==> src/rtl/wb_load_store_unit.sv <==
// wb_load_store_unit
//   Wishbone (classic pipelined) master for the CPU memory stage. Each accepted
//   byte/half/word load or store becomes exactly one bus cycle; misaligned or
//   illegal-size requests complete without touching the bus.
//
// Ports
//   i_clk, i_rst                 clock, synchronous active-high reset
//   i_req/i_we/i_addr/i_wdata    request strobe (sampled in IDLE), store flag,
//   i_size/i_unsigned            byte address, right-aligned store data,
//                                size (00 b, 01 h, 10 w, 11 illegal), zero-extend
//   o_busy, o_done               busy from accept through the done cycle; done pulse
//   o_rdata                      extended load data, held until next accept
//   o_misalign, o_err            completion status pulses (coincide with o_done)
//   o_wb_*                       Wishbone master outputs (cyc, stb, we, addr, data, sel)
//   i_wb_ack/stall/data          Wishbone slave responses
//
// Configuration
//   LSU_TIMEOUT_EN  when defined, a bus cycle that sees no ack for
//                   TIMEOUT_CYCLES cycles is aborted with o_err=1 and o_rdata=0.
//                   When undefined, o_err is never set and the unit waits forever.

module wb_load_store_unit #(
  parameter int ADDR_W         = 32,
  parameter int TIMEOUT_CYCLES = 16
) (
  input  logic              i_clk,
  input  logic              i_rst,
  input  logic              i_req,
  input  logic              i_we,
  input  logic [ADDR_W-1:0] i_addr,
  input  logic [31:0]       i_wdata,
  input  logic [1:0]        i_size,
  input  logic              i_unsigned,
  output logic              o_busy,
  output logic              o_done,
  output logic [31:0]       o_rdata,
  output logic              o_misalign,
  output logic              o_err,
  output logic              o_wb_cyc,
  output logic              o_wb_stb,
  output logic              o_wb_we,
  output logic [ADDR_W-1:0] o_wb_addr,
  output logic [31:0]       o_wb_data,
  output logic [3:0]        o_wb_sel,
  input  logic              i_wb_ack,
  input  logic              i_wb_stall,
  input  logic [31:0]       i_wb_data
);

  localparam logic [1:0] S_IDLE   = 2'd0;
  localparam logic [1:0] S_STROBE = 2'd1;
  localparam logic [1:0] S_WAIT   = 2'd2;
  localparam logic [1:0] S_FIN    = 2'd3;

  // Size 11 is illegal; half needs addr[0]=0; word needs addr[1:0]=00.
  function automatic logic f_bad_req(input logic [1:0] size, input logic [1:0] lo);
    case (size)
      2'b00:   f_bad_req = 1'b0;
      2'b01:   f_bad_req = lo[0];
      2'b10:   f_bad_req = (lo != 2'b00);
      default: f_bad_req = 1'b1;
    endcase
  endfunction

  function automatic logic [3:0] f_sel(input logic [1:0] size, input logic [1:0] lo);
    case (size)
      2'b00:   f_sel = 4'b0001 << lo;
      2'b01:   f_sel = 4'b0011 << {lo[1], 1'b0};
      2'b10:   f_sel = 4'b1111;
      default: f_sel = 4'b0000;
    endcase
  endfunction

  // Replicate store data on every lane so the slave picks it up through sel.
  function automatic logic [31:0] f_lanes(input logic [1:0] size, input logic [31:0] wdata);
    case (size)
      2'b00:   f_lanes = {4{wdata[7:0]}};
      2'b01:   f_lanes = {2{wdata[15:0]}};
      default: f_lanes = wdata;
    endcase
  endfunction

  // Move the addressed lane down to bit 0 and extend it to 32 bits.
  function automatic logic [31:0] f_extract(input logic [31:0] data, input logic [1:0] lo,
                                            input logic [1:0] size, input logic uns);
    logic [31:0] sh;
    sh = data >> {lo, 3'b000};
    case (size)
      2'b00:   f_extract = uns ? {24'h000000, sh[7:0]}  : {{24{sh[7]}}, sh[7:0]};
      2'b01:   f_extract = uns ? {16'h0000, sh[15:0]}   : {{16{sh[15]}}, sh[15:0]};
      default: f_extract = data;
    endcase
  endfunction

  logic [1:0]        r_state;
  logic [1:0]        r_size;
  logic [1:0]        r_addr_lo;
  logic              r_unsigned;
  logic              r_busy;
  logic              r_done;
  logic [31:0]       r_rdata;
  logic              r_misalign;
  logic              r_err;
  logic              r_wb_cyc;
  logic              r_wb_stb;
  logic              r_wb_we;
  logic [ADDR_W-1:0] r_wb_addr;
  logic [31:0]       r_wb_data;
  logic [3:0]        r_wb_sel;
  logic              w_bad_req;
  logic              w_timeout;
  logic              w_in_bus;

  assign w_bad_req = f_bad_req(i_size, i_addr[1:0]);
  assign w_in_bus  = (r_state == S_STROBE) || (r_state == S_WAIT);

`ifdef LSU_TIMEOUT_EN
  localparam int         CNT_W    = $clog2(TIMEOUT_CYCLES + 1);
  localparam logic [CNT_W-1:0] TMO_LAST = CNT_W'(TIMEOUT_CYCLES - 1);
  logic [CNT_W-1:0] r_tmo_cnt;

  // Counts bus-phase cycles since STROBE entry; restarts on every accept.
  always_ff @(posedge i_clk) begin
    if (i_rst) begin
      r_tmo_cnt <= '0;
    end else if (r_state == S_IDLE) begin
      r_tmo_cnt <= '0;
    end else if (w_in_bus) begin
      r_tmo_cnt <= r_tmo_cnt + 1'b1;
    end
  end

  assign w_timeout = w_in_bus && (r_tmo_cnt == TMO_LAST);
`else
  // No abort path: the parameter only matters for the timeout build.
  assign w_timeout = 1'b0 && (TIMEOUT_CYCLES == 0) && w_in_bus;
`endif

  // Main FSM: request capture, Wishbone handshake and completion status.
  always_ff @(posedge i_clk) begin
    if (i_rst) begin
      r_state    <= S_IDLE;
      r_size     <= 2'b00;
      r_addr_lo  <= 2'b00;
      r_unsigned <= 1'b0;
      r_busy     <= 1'b0;
      r_done     <= 1'b0;
      r_rdata    <= 32'h0000_0000;
      r_misalign <= 1'b0;
      r_err      <= 1'b0;
      r_wb_cyc   <= 1'b0;
      r_wb_stb   <= 1'b0;
      r_wb_we    <= 1'b0;
      r_wb_addr  <= '0;
      r_wb_data  <= 32'h0000_0000;
      r_wb_sel   <= 4'b0000;
    end else begin
      r_done     <= 1'b0;
      r_misalign <= 1'b0;
      r_err      <= 1'b0;
      case (r_state)
        S_IDLE: begin
          if (i_req) begin
            r_busy     <= 1'b1;
            r_rdata    <= 32'h0000_0000;
            r_size     <= i_size;
            r_addr_lo  <= i_addr[1:0];
            r_unsigned <= i_unsigned;
            if (w_bad_req) begin
              r_state    <= S_FIN;
              r_done     <= 1'b1;
              r_misalign <= 1'b1;
            end else begin
              r_state   <= S_STROBE;
              r_wb_cyc  <= 1'b1;
              r_wb_stb  <= 1'b1;
              r_wb_we   <= i_we;
              r_wb_addr <= {i_addr[ADDR_W-1:2], 2'b00};
              r_wb_data <= f_lanes(i_size, i_wdata);
              r_wb_sel  <= f_sel(i_size, i_addr[1:0]);
            end
          end
        end
        S_STROBE, S_WAIT: begin
          // An ack only counts in STROBE when the strobe is being accepted.
          if (i_wb_ack && ((r_state == S_WAIT) || !i_wb_stall)) begin
            if (!r_wb_we) begin
              r_rdata <= f_extract(i_wb_data, r_addr_lo, r_size, r_unsigned);
            end
            r_state   <= S_FIN;
            r_done    <= 1'b1;
            r_wb_cyc  <= 1'b0;
            r_wb_stb  <= 1'b0;
            r_wb_we   <= 1'b0;
            r_wb_addr <= '0;
            r_wb_data <= 32'h0000_0000;
            r_wb_sel  <= 4'b0000;
          end else if (w_timeout) begin
            r_rdata   <= 32'h0000_0000;
            r_state   <= S_FIN;
            r_done    <= 1'b1;
            r_err     <= 1'b1;
            r_wb_cyc  <= 1'b0;
            r_wb_stb  <= 1'b0;
            r_wb_we   <= 1'b0;
            r_wb_addr <= '0;
            r_wb_data <= 32'h0000_0000;
            r_wb_sel  <= 4'b0000;
          end else if ((r_state == S_STROBE) && !i_wb_stall) begin
            r_wb_stb <= 1'b0;
            r_state  <= S_WAIT;
          end
        end
        S_FIN: begin
          r_state <= S_IDLE;
          r_busy  <= 1'b0;
        end
        default: begin
          r_state <= S_IDLE;
          r_busy  <= 1'b0;
        end
      endcase
    end
  end

  assign o_busy     = r_busy;
  assign o_done     = r_done;
  assign o_rdata    = r_rdata;
  assign o_misalign = r_misalign;
  assign o_err      = r_err;
  assign o_wb_cyc   = r_wb_cyc;
  assign o_wb_stb   = r_wb_stb;
  assign o_wb_we    = r_wb_we;
  assign o_wb_addr  = r_wb_addr;
  assign o_wb_data  = r_wb_data;
  assign o_wb_sel   = r_wb_sel;

endmodule

==> config.mk <==
export PLATFORM = sky130hd
export DESIGN_NAME = wb_load_store_unit
export DESIGN_NICKNAME = d
export VERILOG_FILES = /design/src/rtl/wb_load_store_unit.sv
export SDC_FILE = /design/constraint.sdc
export NUM_CORES = 1
export LEC_CHECK = 0
export ABC_AREA = 1
export CORE_MARGIN = 2
export CORE_UTILIZATION = 43
export DETAILED_ROUTE_END_ITERATION = 8
export PLACE_DENSITY = 0.87
export SYNTH_ARGS = -nofsm -noshare
export SYNTH_HDL_FRONTEND = slang
export SYNTH_SLANG_ARGS = --single-unit
==> constraint.sdc <==
create_clock -name i_clk -period 2.3 [get_ports i_clk]
set_input_delay 0.46 -clock i_clk [delete_from_list [all_inputs] [get_ports i_clk]]
set_output_delay 0.46 -clock i_clk [all_outputs]
set_load 0.05 [all_outputs]
After elaboration in Yosys (flattened, before gate mapping):

Cells that the tools add are included.
Widths: inputs -> output; s select.

* latch bits: 0
* word-level logic and storage cells: 89
* memories: 0
* output and inout bits: 107
* bits of input ports: 105
* bits in registers: 113
* ROM bits: 0
* bits in writable memories: 0

* div/mod/pow operators: 0
* multipliers: 0
* multiplexer cells: 42
* reduce and logical (&&, ||, !) cells: 18
* equal/unequal tests: 11
* bitwise gates (word level): 1
* shifts and indexed selects: 3
* order comparisons: 0
* $add $sub $neg: 0

Operator list (number)
* $mux 32: 10
* $pmux 32 s2: 5
* $shr 32x5->16: 1
* $mux 4: 3
* $pmux 4 s3: 1
* $reduce_and 4->1: 3
* $mux 1: 11
* $pmux 1 s2: 5
* $mux 2: 4
* $ne 2x2->1 const B: 4
* $pmux 4 s2: 1
* $eq 2x1->1 const B: 3
* $eq 2x2->1 const B: 3
* $logic_not 2->1: 3
* $pmux 2 s3: 1
* $reduce_and 2->1: 3
* $reduce_bool 2->1: 3
* $reduce_or 2->1: 2
* $shl 1x2->4 const A: 1
* $shl 2x2->4 const A: 1
* $ne 3x3->1 const B: 1
* $pmux 1 s3: 1
* $logic_and 1x1->1: 2
* $logic_not 1->1: 1
* other kinds (2): 2

Logic depth before layout (Yosys ltp):

* depth in word-level cells: 6
* mapped depth: 11
* depth with buffers taken out: 9

Worst setup path after synthesis:

No wires, ideal clock.

* path kind: register to register
* from: register r_state[0]
* to: register r_wb_data[7], in the netlist o_wb_data[7]
* path buffers: 3
* data arrival time: 1670 ps
* setup slack: 498 ps
* cell stages (with the launch flop): 10
* required time: 2168 ps
* setup time: 132 ps
* clock period less this slack: 1802 ps
* cells stage by stage: dfxtp_1 inv_1 ha_1 buf_2 a21oi_2 nand2_1 buf_4 buf_2 nand2_1 a21oi_1

* word-level cells in the longest chain between the ends: 5
* elaborated cells on any way between the ends: 12
* those cells by class: eq/ne (5); mux (1); reduce/logical (6)

Ends and longest elaborated chain
* start: declaration: line 95 `logic [1:0] r_state;`
* start signal: assignment: line 142 `r_state <= S_IDLE;`
* start signal: assignment: line 170 `r_state <= S_FIN;`
* start signal: assignment: line 174 `r_state <= S_STROBE;`
* $eq 2x2->1: line 161, 186
* $logic_or 1x1->1: line 186 `if (i_wb_ack && ((r_state == S_WAIT) || !i_wb_stall)) begin`
* $logic_and 1x1->1: line 186
* $ne 2x2->1 (no line)
* $reduce_and 4->1 (no line)
* end signal: assignment: line 179 `r_wb_data <= f_lanes(i_size, i_wdata);`
* end: declaration: line 108 `logic [31:0] r_wb_data;`

Parallel ways exist; a longest one is shown, timed or not.
A chain may end at the register's enable or synchronous reset.

Worst setup path in the final report:

* from: register r_state[0]
* to: register r_rdata[1], in the netlist o_rdata[1]

* word-level cells in the longest chain between the ends: 5
* elaborated cells on any way between the ends: 12
* those cells by class: eq/ne (5); mux (1); reduce/logical (6)

Ends and longest elaborated chain
* $eq 2x2->1: line 161, 186
* $logic_or 1x1->1: line 186
* $logic_and 1x1->1: line 186
* $ne 2x2->1 (no line)
* $reduce_and 4->1 (no line)
* end signal: assignment: line 188 `r_rdata <= f_extract(i_wb_data, r_addr_lo, r_size, r_unsigned);`
* end: declaration: line 101 `logic [31:0] r_rdata;`

Parallel ways exist; a longest one is shown, timed or not.

==> impl_metrics.tcl <==
set metrics [dict create \
    leakage_nw 2.96 \
    rows 40 \
    synth_edf_count 0 \
    cap_violations 0 \
    dp_hpwl_mm 12.5 \
    initial_utilization_pct 44.0 \
    layout-drive-gt1-share_pct 5.31 \
    timing.hold.ws_ps 466 \
    yosysUniqueCellTypes 25 \
    cts_htree_levels 3 \
    post_cts_buffers 0 \
    vias_per_cell 5.45 \
    worst_slack_ps 213 \
    grt_max_degree 53 \
    crit_path_max_fanout 25 \
    wirelength_mm 17.6 \
    synth_top_cell_area_share_pct 42.3 \
    grt_use_total_pct 25.9 \
    drc 0 \
    cts_resized 0 \
    drt-initial-drc-count 607 \
    port_buffers 208 \
    regArea_um2 2220 \
    grt_pass1_wl_mm 27.2 \
    yosysSeqAreaShare_pct 42.3 \
    cts_buffer_depth 2 \
    power.density_nw_per_um2 1310 \
    rsz0062_at_grt "false" \
    fin_util_pct 65.1 \
    synth_area_leaders "dfxtp_1, nand2_1, a21oi_1, nand4_1, nand3_1" \
    cts_tree "built" \
    async_reset_ff_share_pct 0 \
    tightestPinTransition_ps 961 \
    status "finished clean" \
    slew_headroom_pct 35.7 \
    syn_avg_cell_area_um2 6.79 \
    end_kind "flip-flop" \
    crit_required_ps 2530 \
    core_region_area_um2 12000 \
    setup_viol 0 \
    syn-cell-area_um2 5260 \
    yosysMostFrequentCell "nand2_1" \
    path_clk_slew_ps 70 \
    layout.nets 1064 \
    wl_per_cell_um 15.9 \
    synth_area_leader_cell "dfxtp_1" \
    diodes 0 \
    drv_slew 0 \
    cts_root_buf "clkbuf_16" \
    arrival_ps 2310 \
    cts_buffers 9 \
    die_w_um 115 \
    total_power_mw 10.2 \
    crit_type "reg -> reg" \
    multiInputGateArea_um2 2640 \
    max_freq_mhz 479 \
    fillCellCount 1026 \
    syn_to_final_growth_pct 48.2 \
    clock_sinks 111 \
    yosys_most_used_dff "dfxtp_1" \
    post-place-ws_ps -46.9 \
    vias 6032 \
    ctsHoldBuffers 0 \
    ys_ff_latch 111 \
    hold_path.class "reg -> reg" \
    dieArea_um2 13100 \
    antenna_found_initial 0 \
    ir_worst_vdd_mv 0.812 \
    firstDrtPassIters 6 \
    worstRegToRegCells 10 \
    final.period_utilization_pct 90.7 \
    io_pins 212 \
    place_congestion 0.940 \
    fp.dieH_um 115 \
    grt_pass1_vias 5556 \
    clock_latency_ps 340 \
    min_period_ps 2090 \
    final_hold_viol_count 0 \
    skew_ps 9.37 \
    hold_depth 2 \
    syn_inst 775 \
    synthTopCellsByCount "nand2_1, a21oi_1, dfxtp_1, nor2_1, nand4_1" \
    ant_nets 0 \
    startpoint_type "flip-flop" \
    synth_warnings 0 \
    grt_overflow_total 0 \
]
-- placed cells by master (no fill, tap or decap), drive strengths merged --
cell	netlist	final
a211oi	2	2
a21oi	129	129
buf	23	21
bufinv	0	1
clkbuf	38	9
clkdlybuf4s50	0	207
clkinv	0	2
clkinvlp	0	1
conb	1	3
dfxtp	111	111
ha	4	4
inv	41	44
nand2	221	221
nand3	47	47
nand4	48	48
nor2	53	53
nor3	8	8
o2111ai	6	6
o21ai	36	36
or2	7	7
-- report_power, final --
group	leakage [nW]	switching, mW	total [mW]	internal [mW]
Combinational	1.91	4.04	5.92	1.88
Sequential	0.903	0.308	2.71	2.40
Clock	0.147	0.739	1.60	0.858
Total	2.96	5.09	10.2	5.14
-- critical path: stages, from the launching register on --
cell     delay [ps]
dfxtp_1         340
inv_1           100
ha_1            300
inv_1            60
nor2_1          260
inv_1           120
nand4_1         120
buf_4           280
inv_1           200
nand3_1         130
a21oi_1          60
-- final timing paths --
path	from	end	slack (ps)
setup / recovery	r_state[0]$_SDFFE_PP0P_	o_rdata[1]$_SDFFE_PP0P_	210
hold reg to reg	o_rdata[4]$_SDFFE_PP0P_	o_rdata[4]$_SDFFE_PP0P_	470
setup reg to reg	r_state[0]$_SDFFE_PP0P_	o_rdata[1]$_SDFFE_PP0P_	210
hold / removal	o_rdata[4]$_SDFFE_PP0P_	o_rdata[4]$_SDFFE_PP0P_	470
-- layer usage --
layer  up-vias  global-route usage (%)  wire length, um
met4         0                    9.67              384
met1      2764                    30.7             6980
li1       2940                       -                -
met2       300                    43.3             8340
met5         -                       0                0
met3        28                    8.73             1880
-- area by class of cell --
| class | count | area share, % |
|---|---|---|
| multi-input cells | 564 | 33.8 |
| inverters | 41 | 1.98 |
| clock buffers | 9 | 2.89 |
| flip-flops and latches | 111 | 28.5 |
| repair buffers | 228 | 29.4 |
| well taps | 147 | 2.36 |
| clock inverters | 7 | 0.996 |
-- logic make-up (layout without fill, tap and decap cells) --
group | count (synthesis) | count (layout) | synth area share [%]
compound gates | 173 | 173 | 17.1
simple gates | 384 | 384 | 31.6
fa+ha+maj | 4 | 4 | 0.952
flops | 111 | 111 | 42.3
other cells | 1 | 3 | 0.0713
buf+inv | 102 | 285 | 8.04
-- registers in the layout (all words and copies together), names as in the netlist --
name,cells
r_unsigned,1
o_wb_we,1
o_busy,1
r_state,2
o_wb_addr,30
r_addr_lo,2
r_size,2
o_misalign,1
o_wb_data,32
o_wb_cyc,1
o_rdata,32
o_wb_sel,4
o_done,1
o_wb_stb,1
-- metrics by stage --
step                      instance area [um^2]  std cells  TNS (ps)
after floorplan                           5270        777         0
after global placement                    7490       1091         0
after detailed placement                  7490       1091      -331
after CTS                                 7790       1107         0
after global routing                      7790       1107         0
final                                     7790       1107         0
(Power assumes the default switching activity.)
